--- config.mk ---
export PLATFORM = sky130hd
export DESIGN_NAME = branch_predictor_btb
export DESIGN_NICKNAME = d
export VERILOG_FILES = /design/src/rtl/branch_predictor_btb_pkg.sv /design/src/rtl/branch_predictor_btb_sat_counter.sv /design/src/rtl/branch_predictor_btb.sv
export SDC_FILE = /design/constraint.sdc
export NUM_CORES = 2
export LEC_CHECK = 0
export CORE_AREA = 2 2 509 385
export DETAILED_ROUTE_END_ITERATION = 6
export DIE_AREA = 0 0 511 387
export GPL_ROUTABILITY_DRIVEN = 0
export PLACE_DENSITY = 0.46
export SLEW_MARGIN = 10
export SYNTH_ARGS = -nofsm -noshare
export SYNTH_HDL_FRONTEND = slang
export SYNTH_HIERARCHICAL = 1
export SYNTH_SLANG_ARGS = --single-unit
--- constraint.sdc ---
create_clock -name clk_i -period 32.3 [get_ports clk_i]
set_input_delay 6.46 -clock clk_i [delete_from_list [all_inputs] [get_ports clk_i]]
set_output_delay 6.46 -clock clk_i [all_outputs]
set_load 0.01 [all_outputs]
--- src/rtl/branch_predictor_btb_pkg.sv ---
// Shared types and helpers for the branch target buffer and its counters.
package branch_predictor_btb_pkg;

    typedef enum logic [1:0] {
        BP_OFF     = 2'd0,
        BP_HIT     = 2'd1,
        BP_BIMODAL = 2'd2
    } bp_mode_e;

    localparam int unsigned BTB_XLEN  = 32;
    localparam int unsigned BTB_IDX_W = 4;
    localparam int unsigned BTB_TAG_W = BTB_XLEN - BTB_IDX_W - 1;
    localparam int unsigned BTB_CNT_W = 2;

    // Entry layout at the default geometry; the top keeps the fields in separate arrays.
    typedef struct packed {
        logic                 valid;
        logic [BTB_TAG_W-1:0] tag;
        logic [BTB_XLEN-1:0]  target;
        logic [BTB_CNT_W-1:0] cnt;
    } btb_entry_t;

    function automatic logic [63:0] sat_step(input logic [63:0] val,
                                             input logic [63:0] max_val,
                                             input logic        inc,
                                             input logic        dec);
        if (inc && !dec) begin
            return (val == max_val) ? val : val + 64'd1;
        end else if (dec && !inc) begin
            return (val == 64'd0) ? val : val - 64'd1;
        end else begin
            return val;
        end
    endfunction

endpackage

--- src/rtl/branch_predictor_btb_sat_counter.sv ---
// Saturating up/down counter with clear and load; clear beats load beats inc/dec.
module branch_predictor_btb_sat_counter
    import branch_predictor_btb_pkg::*;
#(
    parameter int unsigned W       = 2,
    parameter logic [W-1:0] RST_VAL = '0
) (
    input  logic         clk_i,
    input  logic         rst_i,
    input  logic         clear_i,
    input  logic         load_i,
    input  logic [W-1:0] load_val_i,
    input  logic         inc_i,
    input  logic         dec_i,
    output logic [W-1:0] count_o
);

    localparam logic [63:0] MAX_V = (64'd1 << W) - 64'd1;

    logic [W-1:0] cnt_q;
    logic [W-1:0] cnt_d;

    always_comb begin
        if (clear_i) begin
            cnt_d = '0;
        end else if (load_i) begin
            cnt_d = load_val_i;
        end else begin
            cnt_d = W'(sat_step(64'(cnt_q), MAX_V, inc_i, dec_i));
        end
    end

    always_ff @(posedge clk_i or posedge rst_i) begin
        if (rst_i) begin
            cnt_q <= RST_VAL;
        end else begin
            cnt_q <= cnt_d;
        end
    end

    assign count_o = cnt_q;

endmodule

--- src/rtl/branch_predictor_btb.sv ---
// Direct-mapped BTB with per-entry direction counters, selectable prediction
// mode, bulk flush and saturating lookup/mispredict statistics.
module branch_predictor_btb
    import branch_predictor_btb_pkg::*;
#(
    parameter int unsigned XLEN    = 32,
    parameter int unsigned ENTRIES = 16,
    parameter int unsigned CNT_W   = 2,
    parameter int unsigned MODE    = 2,
    parameter int unsigned STAT_W  = 32
) (
    input  logic              clk_i,
    input  logic              rst_i,
    input  logic              fetch_valid_i,
    input  logic [XLEN-1:0]   fetch_pc_i,
    output logic              fetch_hit_o,
    output logic              fetch_taken_o,
    output logic [XLEN-1:0]   fetch_target_o,
    input  logic              ex_valid_i,
    input  logic              ex_is_branch_i,
    input  logic              ex_taken_i,
    input  logic [XLEN-1:0]   ex_pc_i,
    input  logic [XLEN-1:0]   ex_target_i,
    input  logic              ex_mispredict_i,
    input  logic              flush_i,
    input  logic              stat_clear_i,
    output logic [STAT_W-1:0] stat_lookups_o,
    output logic [STAT_W-1:0] stat_mispred_o
);

    localparam int unsigned IDX_W = $clog2(ENTRIES);
    localparam int unsigned TAG_W = XLEN - IDX_W - 1;
    localparam logic [1:0]  MODE_L = MODE[1:0];
    localparam bit          PRED_ON = (MODE_L == BP_HIT) || (MODE_L == BP_BIMODAL);
    localparam logic [CNT_W-1:0] CNT_WEAK_T  = CNT_W'(32'd1 << (CNT_W - 1));
    localparam logic [CNT_W-1:0] CNT_WEAK_NT = CNT_W'((32'd1 << (CNT_W - 1)) - 32'd1);

    logic [IDX_W-1:0]  f_idx_s, u_idx_s;
    logic [TAG_W-1:0]  f_tag_s, u_tag_s;
    logic              f_match_s, u_hit_s, upd_en_s, alloc_s;
    logic              fetch_hit_s, fetch_taken_s;
    logic              unused_pc_lsb_s;

    logic [ENTRIES-1:0] valid_q, valid_d;
    logic [TAG_W-1:0]   tag_q    [ENTRIES];
    logic [TAG_W-1:0]   tag_d    [ENTRIES];
    logic [XLEN-1:0]    target_q [ENTRIES];
    logic [XLEN-1:0]    target_d [ENTRIES];
    logic [CNT_W-1:0]   cnt_s    [ENTRIES];

    // Halfword-aligned addressing: bit 0 never takes part in index or tag.
    assign f_idx_s         = fetch_pc_i[IDX_W:1];
    assign f_tag_s         = fetch_pc_i[XLEN-1:IDX_W+1];
    assign u_idx_s         = ex_pc_i[IDX_W:1];
    assign u_tag_s         = ex_pc_i[XLEN-1:IDX_W+1];
    assign unused_pc_lsb_s = fetch_pc_i[0] ^ ex_pc_i[0];

    assign f_match_s = valid_q[f_idx_s] && (tag_q[f_idx_s] == f_tag_s);
    assign u_hit_s   = valid_q[u_idx_s] && (tag_q[u_idx_s] == u_tag_s);
    assign upd_en_s  = ex_valid_i && ex_is_branch_i && PRED_ON && !flush_i;
    assign alloc_s   = upd_en_s && !u_hit_s && ex_taken_i;

    always_comb begin
        fetch_hit_s   = 1'b0;
        fetch_taken_s = 1'b0;
        case (MODE_L)
            BP_HIT: begin
                fetch_hit_s   = f_match_s;
                fetch_taken_s = f_match_s;
            end
            BP_BIMODAL: begin
                fetch_hit_s   = f_match_s;
                fetch_taken_s = f_match_s && cnt_s[f_idx_s][CNT_W-1];
            end
            default: begin
                fetch_hit_s   = 1'b0;
                fetch_taken_s = 1'b0;
            end
        endcase
    end

    assign fetch_hit_o    = fetch_hit_s;
    assign fetch_taken_o  = fetch_taken_s;
    assign fetch_target_o = fetch_hit_s ? target_q[f_idx_s] : '0;

    // A taken update writes valid/tag/target whether it hits or allocates;
    // on a hit the tag and valid bit are rewritten with the values they already hold.
    always_comb begin
        valid_d  = valid_q;
        tag_d    = tag_q;
        target_d = target_q;
        if (flush_i) begin
            valid_d = '0;
        end else if (upd_en_s && ex_taken_i) begin
            valid_d[u_idx_s]  = 1'b1;
            tag_d[u_idx_s]    = u_tag_s;
            target_d[u_idx_s] = ex_target_i;
        end else begin
            valid_d = valid_q;
        end
    end

    always_ff @(posedge clk_i or posedge rst_i) begin
        if (rst_i) begin
            valid_q <= '0;
            for (int i = 0; i < ENTRIES; i++) begin
                tag_q[i]    <= '0;
                target_q[i] <= '0;
            end
        end else begin
            valid_q  <= valid_d;
            tag_q    <= tag_d;
            target_q <= target_d;
        end
    end

    for (genvar i = 0; i < ENTRIES; i++) begin : g_cnt
        logic sel_s;
        assign sel_s = (u_idx_s == IDX_W'(i));
        branch_predictor_btb_sat_counter #(.W(CNT_W), .RST_VAL(CNT_WEAK_NT)) u_cnt (
            .clk_i      (clk_i),
            .rst_i      (rst_i),
            .clear_i    (1'b0),
            .load_i     (alloc_s && sel_s),
            .load_val_i (CNT_WEAK_T),
            .inc_i      (upd_en_s && u_hit_s && sel_s && ex_taken_i),
            .dec_i      (upd_en_s && u_hit_s && sel_s && !ex_taken_i),
            .count_o    (cnt_s[i])
        );
    end

    branch_predictor_btb_sat_counter #(.W(STAT_W), .RST_VAL('0)) u_stat_lookups (
        .clk_i      (clk_i),
        .rst_i      (rst_i),
        .clear_i    (stat_clear_i),
        .load_i     (1'b0),
        .load_val_i ('0),
        .inc_i      (fetch_valid_i),
        .dec_i      (1'b0),
        .count_o    (stat_lookups_o)
    );

    branch_predictor_btb_sat_counter #(.W(STAT_W), .RST_VAL('0)) u_stat_mispred (
        .clk_i      (clk_i),
        .rst_i      (rst_i),
        .clear_i    (stat_clear_i),
        .load_i     (1'b0),
        .load_val_i ('0),
        .inc_i      (ex_valid_i && ex_mispredict_i),
        .dec_i      (1'b0),
        .count_o    (stat_mispred_o)
    );

endmodule

==> metrics.md <==
| Metric | Value |
|---|---|
| 1st-iter DRT viols | 2515 |
| Worst-margin pin slew | 1.16 ns |
| DRC viols | 0 |
| Slew headroom | 22.2% |
| Met3 usage | 3.03% |
| Cells after synthesis | 4353 |
| RSZ-0062 raised after global routing | false |
| Post-Synthesis Cell Area | 0.0576 mm² |
| Clk sinks | 1056 |
| Data arrival time of the worst path | 11.95 ns |
| Highest-count cells in the layout ignoring fill and taps | dfrtp_1 (1040), mux2_2 (918), mux4_2 (386) |
| CTS tree | yes |
| Synth top area cells | dfrtp_1 (45%), mux2_2 (18%), mux4_2 (15%), ha_1 (1.9%), clkbuf_1 (1.7%) |
| IO Pins | 203 |
| Ys Warns | 6 |
| Post-layout util | 34.5% |
| Multi-input logic area | 0.0298 mm² |
| Initial Utilization | 29.8% |
| Max Slew Vio Count | 0 |
| Commonest non-fill, non-tap cell in the layout | dfrtp_1 |
| Layout Area Growth over Synthesis | 15.6% |
| 1st-pass router iterations | 5 |
| Yosys cell types | 81 |
| Hold slack | 0.500 ns |
| Dpl cell area | 0.0626 mm² |
| Syn avg cell area | 13.2 µm² |
| Crit path launch type | input port |
| Vias in the first global route | 38300 |
| WHS Path Cells | 1 |
| Max-cap viol count | 0 |
| Die footprint | 0.198 mm² |
| Crit. End Element | primary output |
| Post-DRT Antenna Nets | 0 |
| Met1 Track Usage GR | 25.5% |
| Slowest cell on crit path | buf_4 |
| Hold Vio Cnt, Final | 0 |
| Global routing usage on met2 | 27.6% |
| Achievable Freq | 0.0543 GHz |
| Worst-path clk slew | 0.06 ns |
| Power Total | 3.51 mW |
| Clk buf depth | 3 |
| DR WL/cell | 24.5 µm |
| Status | completed |
| Number of fill cells in the layout | 18800 |
| Clock Latency Late Sink | 0.80 ns |
| CTS buffer count | 118 |
| Ys flop type | dfrtp_1 |
| Yosys reg bits | 1056 |
| Largest net degree at the start of global routing | 80 |
| Via Count | 37500 |
| Synth top area share | 45.2% |
| R2R depth | 14 |
| Min-Delay Path Class | flop to flop |
| Leak Pwr | 29.0 nW |
| Antenna violations before repair | 20 |
| GRT Residual Overflow | 0 |
| Routed WL | 177000 µm |
| CP max stage delay | 0.80 ns |
| Layout net count | 4745 |
| Crit Path Class | input port to primary output |
| Area of the core | 0.193 mm² |
| Sequential element share of the synthesized area | 45.9% |
| Die W | 511 µm |
| H-Tree Depth | 3 |
| Share of flip-flops with an asynchronous set or reset | 100% |
| Final setup vio count | 0 |
| Vias per cell | 5.19 |
| Share of cells above drive strength 1 | 36.2% |
| First-pass GRT wire length | 265000 µm |
| Setup Fix Bufs, Post-CTS | 0 |
| VDD IR max | 48.0 µV |
| Total GRT Usage | 17.7% |
| Maximum fanout along the worst path | 53 |
| PwrDens | 52.7 mW/mm² |
| Period minus WS final | 18.41 ns |
| Clk root buf | clkbuf_16 |
| Most used cell, CP | buf_4 |
| Fin Setup TNS | 0 ns |
| CP Cell Sequence | buf_8 -> buf_4 -> buf_4 -> mux4_2 -> mux2i_1 -> o22ai_1 -> nor2_1 -> o211ai_1 -> nor4_1 -> nand3_2 -> buf_4 -> nor2b_1 -> clkdlybuf4s50_1 |
| Row Count | 140 |
| DP HPWL | 107000 µm |
| Fin crit share | 57.0% |
| Reg area | 0.0264 mm² |
| CTS resizes | 0 |
| Busiest grt layer | met2 |
| Cts-stage hold buffer count | 0 |
| Setup Skew | 0.0915 ns |
| Critical Path RT | 25.84 ns |
| Die height | 387 µm |
| Count of input and output buffers | 200 |
| Count of flip-flops with a built-in enable after synthesis | 0 |
| Fin area | 0.0665 mm² |
| Yosys top cell by area | dfrtp_1 |
-- stage by stage --
stage / instances / setup WS (ns)
2_1_floorplan: 4487 / 12.62
3_3_place_gp: 6988 / 13.88
3_5_place_dp: 6988 / 13.82
4_1_cts: 7206 / 13.79
5_1_grt: 7210 / 13.43
6_report: 7211 / 13.89
-- power breakdown --
group | switching, mW | total (mW) | leakage, nW | internal, mW
clock network | 0.591 | 1.36 | 1.91 | 0.769
registers | 0.0844 | 1.52 | 14.3 | 1.43
logic | 0.326 | 0.632 | 12.8 | 0.306
total | 1.00 | 3.51 | 29.0 | 2.51
-- area by class of cell --
cell class / count / area share, %
Timing Repair Buffer: 288 / 4.01
Sequential cell: 1056 / 39.7
Antenna cell: 5 / 0.0188
Clock buffer: 180 / 5.24
Multi-Input combinational cell: 2943 / 44.7
Clock inverter: 38 / 0.636
Tap cell: 2556 / 4.81
Inverter: 145 / 0.824
-- cell usage after synthesis (all sizes together), types with 68 or more instances --
| cell | instances |
|---|---|
| dfrtp | 1040 |
| clkbuf | 255 |
| o21ai | 137 |
| mux2i | 94 |
| nor2b | 68 |
| a21oi | 157 |
| xnor2 | 68 |
| inv | 143 |
| nor2 | 152 |
| buf | 88 |
| nand2 | 165 |
| mux2 | 918 |
| ha | 86 |
| mux4 | 386 |
-- logic make-up (layout without fill, tap and decap cells) --
logic type      count (synthesis)  in the layout  synth area share (%)
mux                          1398           1398                  34.7
flops                        1056           1056                  45.9
simple gates                  626            626                  5.51
compound gates                590            590                  6.85
buf+inv                       488            651                  3.45
xor+xnor                      105            105                  1.60
fa+ha+maj                      88             88                  1.94
other cells                     2            141                0.0130
-- worst max-delay path, delay by kind of cell --
family | cells | cell delay (ns)
AOI/OAI and AO/OA | 2 | 0.28
and+or+nand+nor | 4 | 0.94
muxes | 2 | 1.24
buffers and inverters | 5 | 2.83
-- per-layer routing --
layer | part of all wire (%) | up-vias
met4 | 2.4 | 18
met1 | 47 | 19800
met3 | 4.7 | 240
met5 | 0.057 | -
met2 | 45 | 837
li1 | - | 16600
-- registers in the layout, summed over array words and instances, names as in the netlist --
name and count:
tag_q 432, u_stat_mispred/count_o 32, valid_q 16, target_q 512, g_cnt.u_cnt/count_o 32, u_stat_lookups/count_o 32
-- worst paths after layout --
check                           slack, ns                                    end                 startpoint
worst max register to register      27.72  g_cnt[7].u_cnt/count_o[0]$_DFFE_PP1P_     tag_q[397]$_DFFE_PP0P_
worst min-delay path                 0.50              target_q[285]$_DFFE_PP0P_  target_q[285]$_DFFE_PP0P_
worst max-delay path                13.89                     fetch_target_o[14]              fetch_pc_i[1]
worst min register to register       0.50              target_q[285]$_DFFE_PP0P_  target_q[285]$_DFFE_PP0P_
min in group asynchronous            6.15  g_cnt[5].u_cnt/count_o[1]$_DFFE_PP0P_                      rst_i
max in group asynchronous           21.31                 tag_q[224]$_DFFE_PP0P_                      rst_i
No activity file was read; power rests on OpenSTA's default activity.
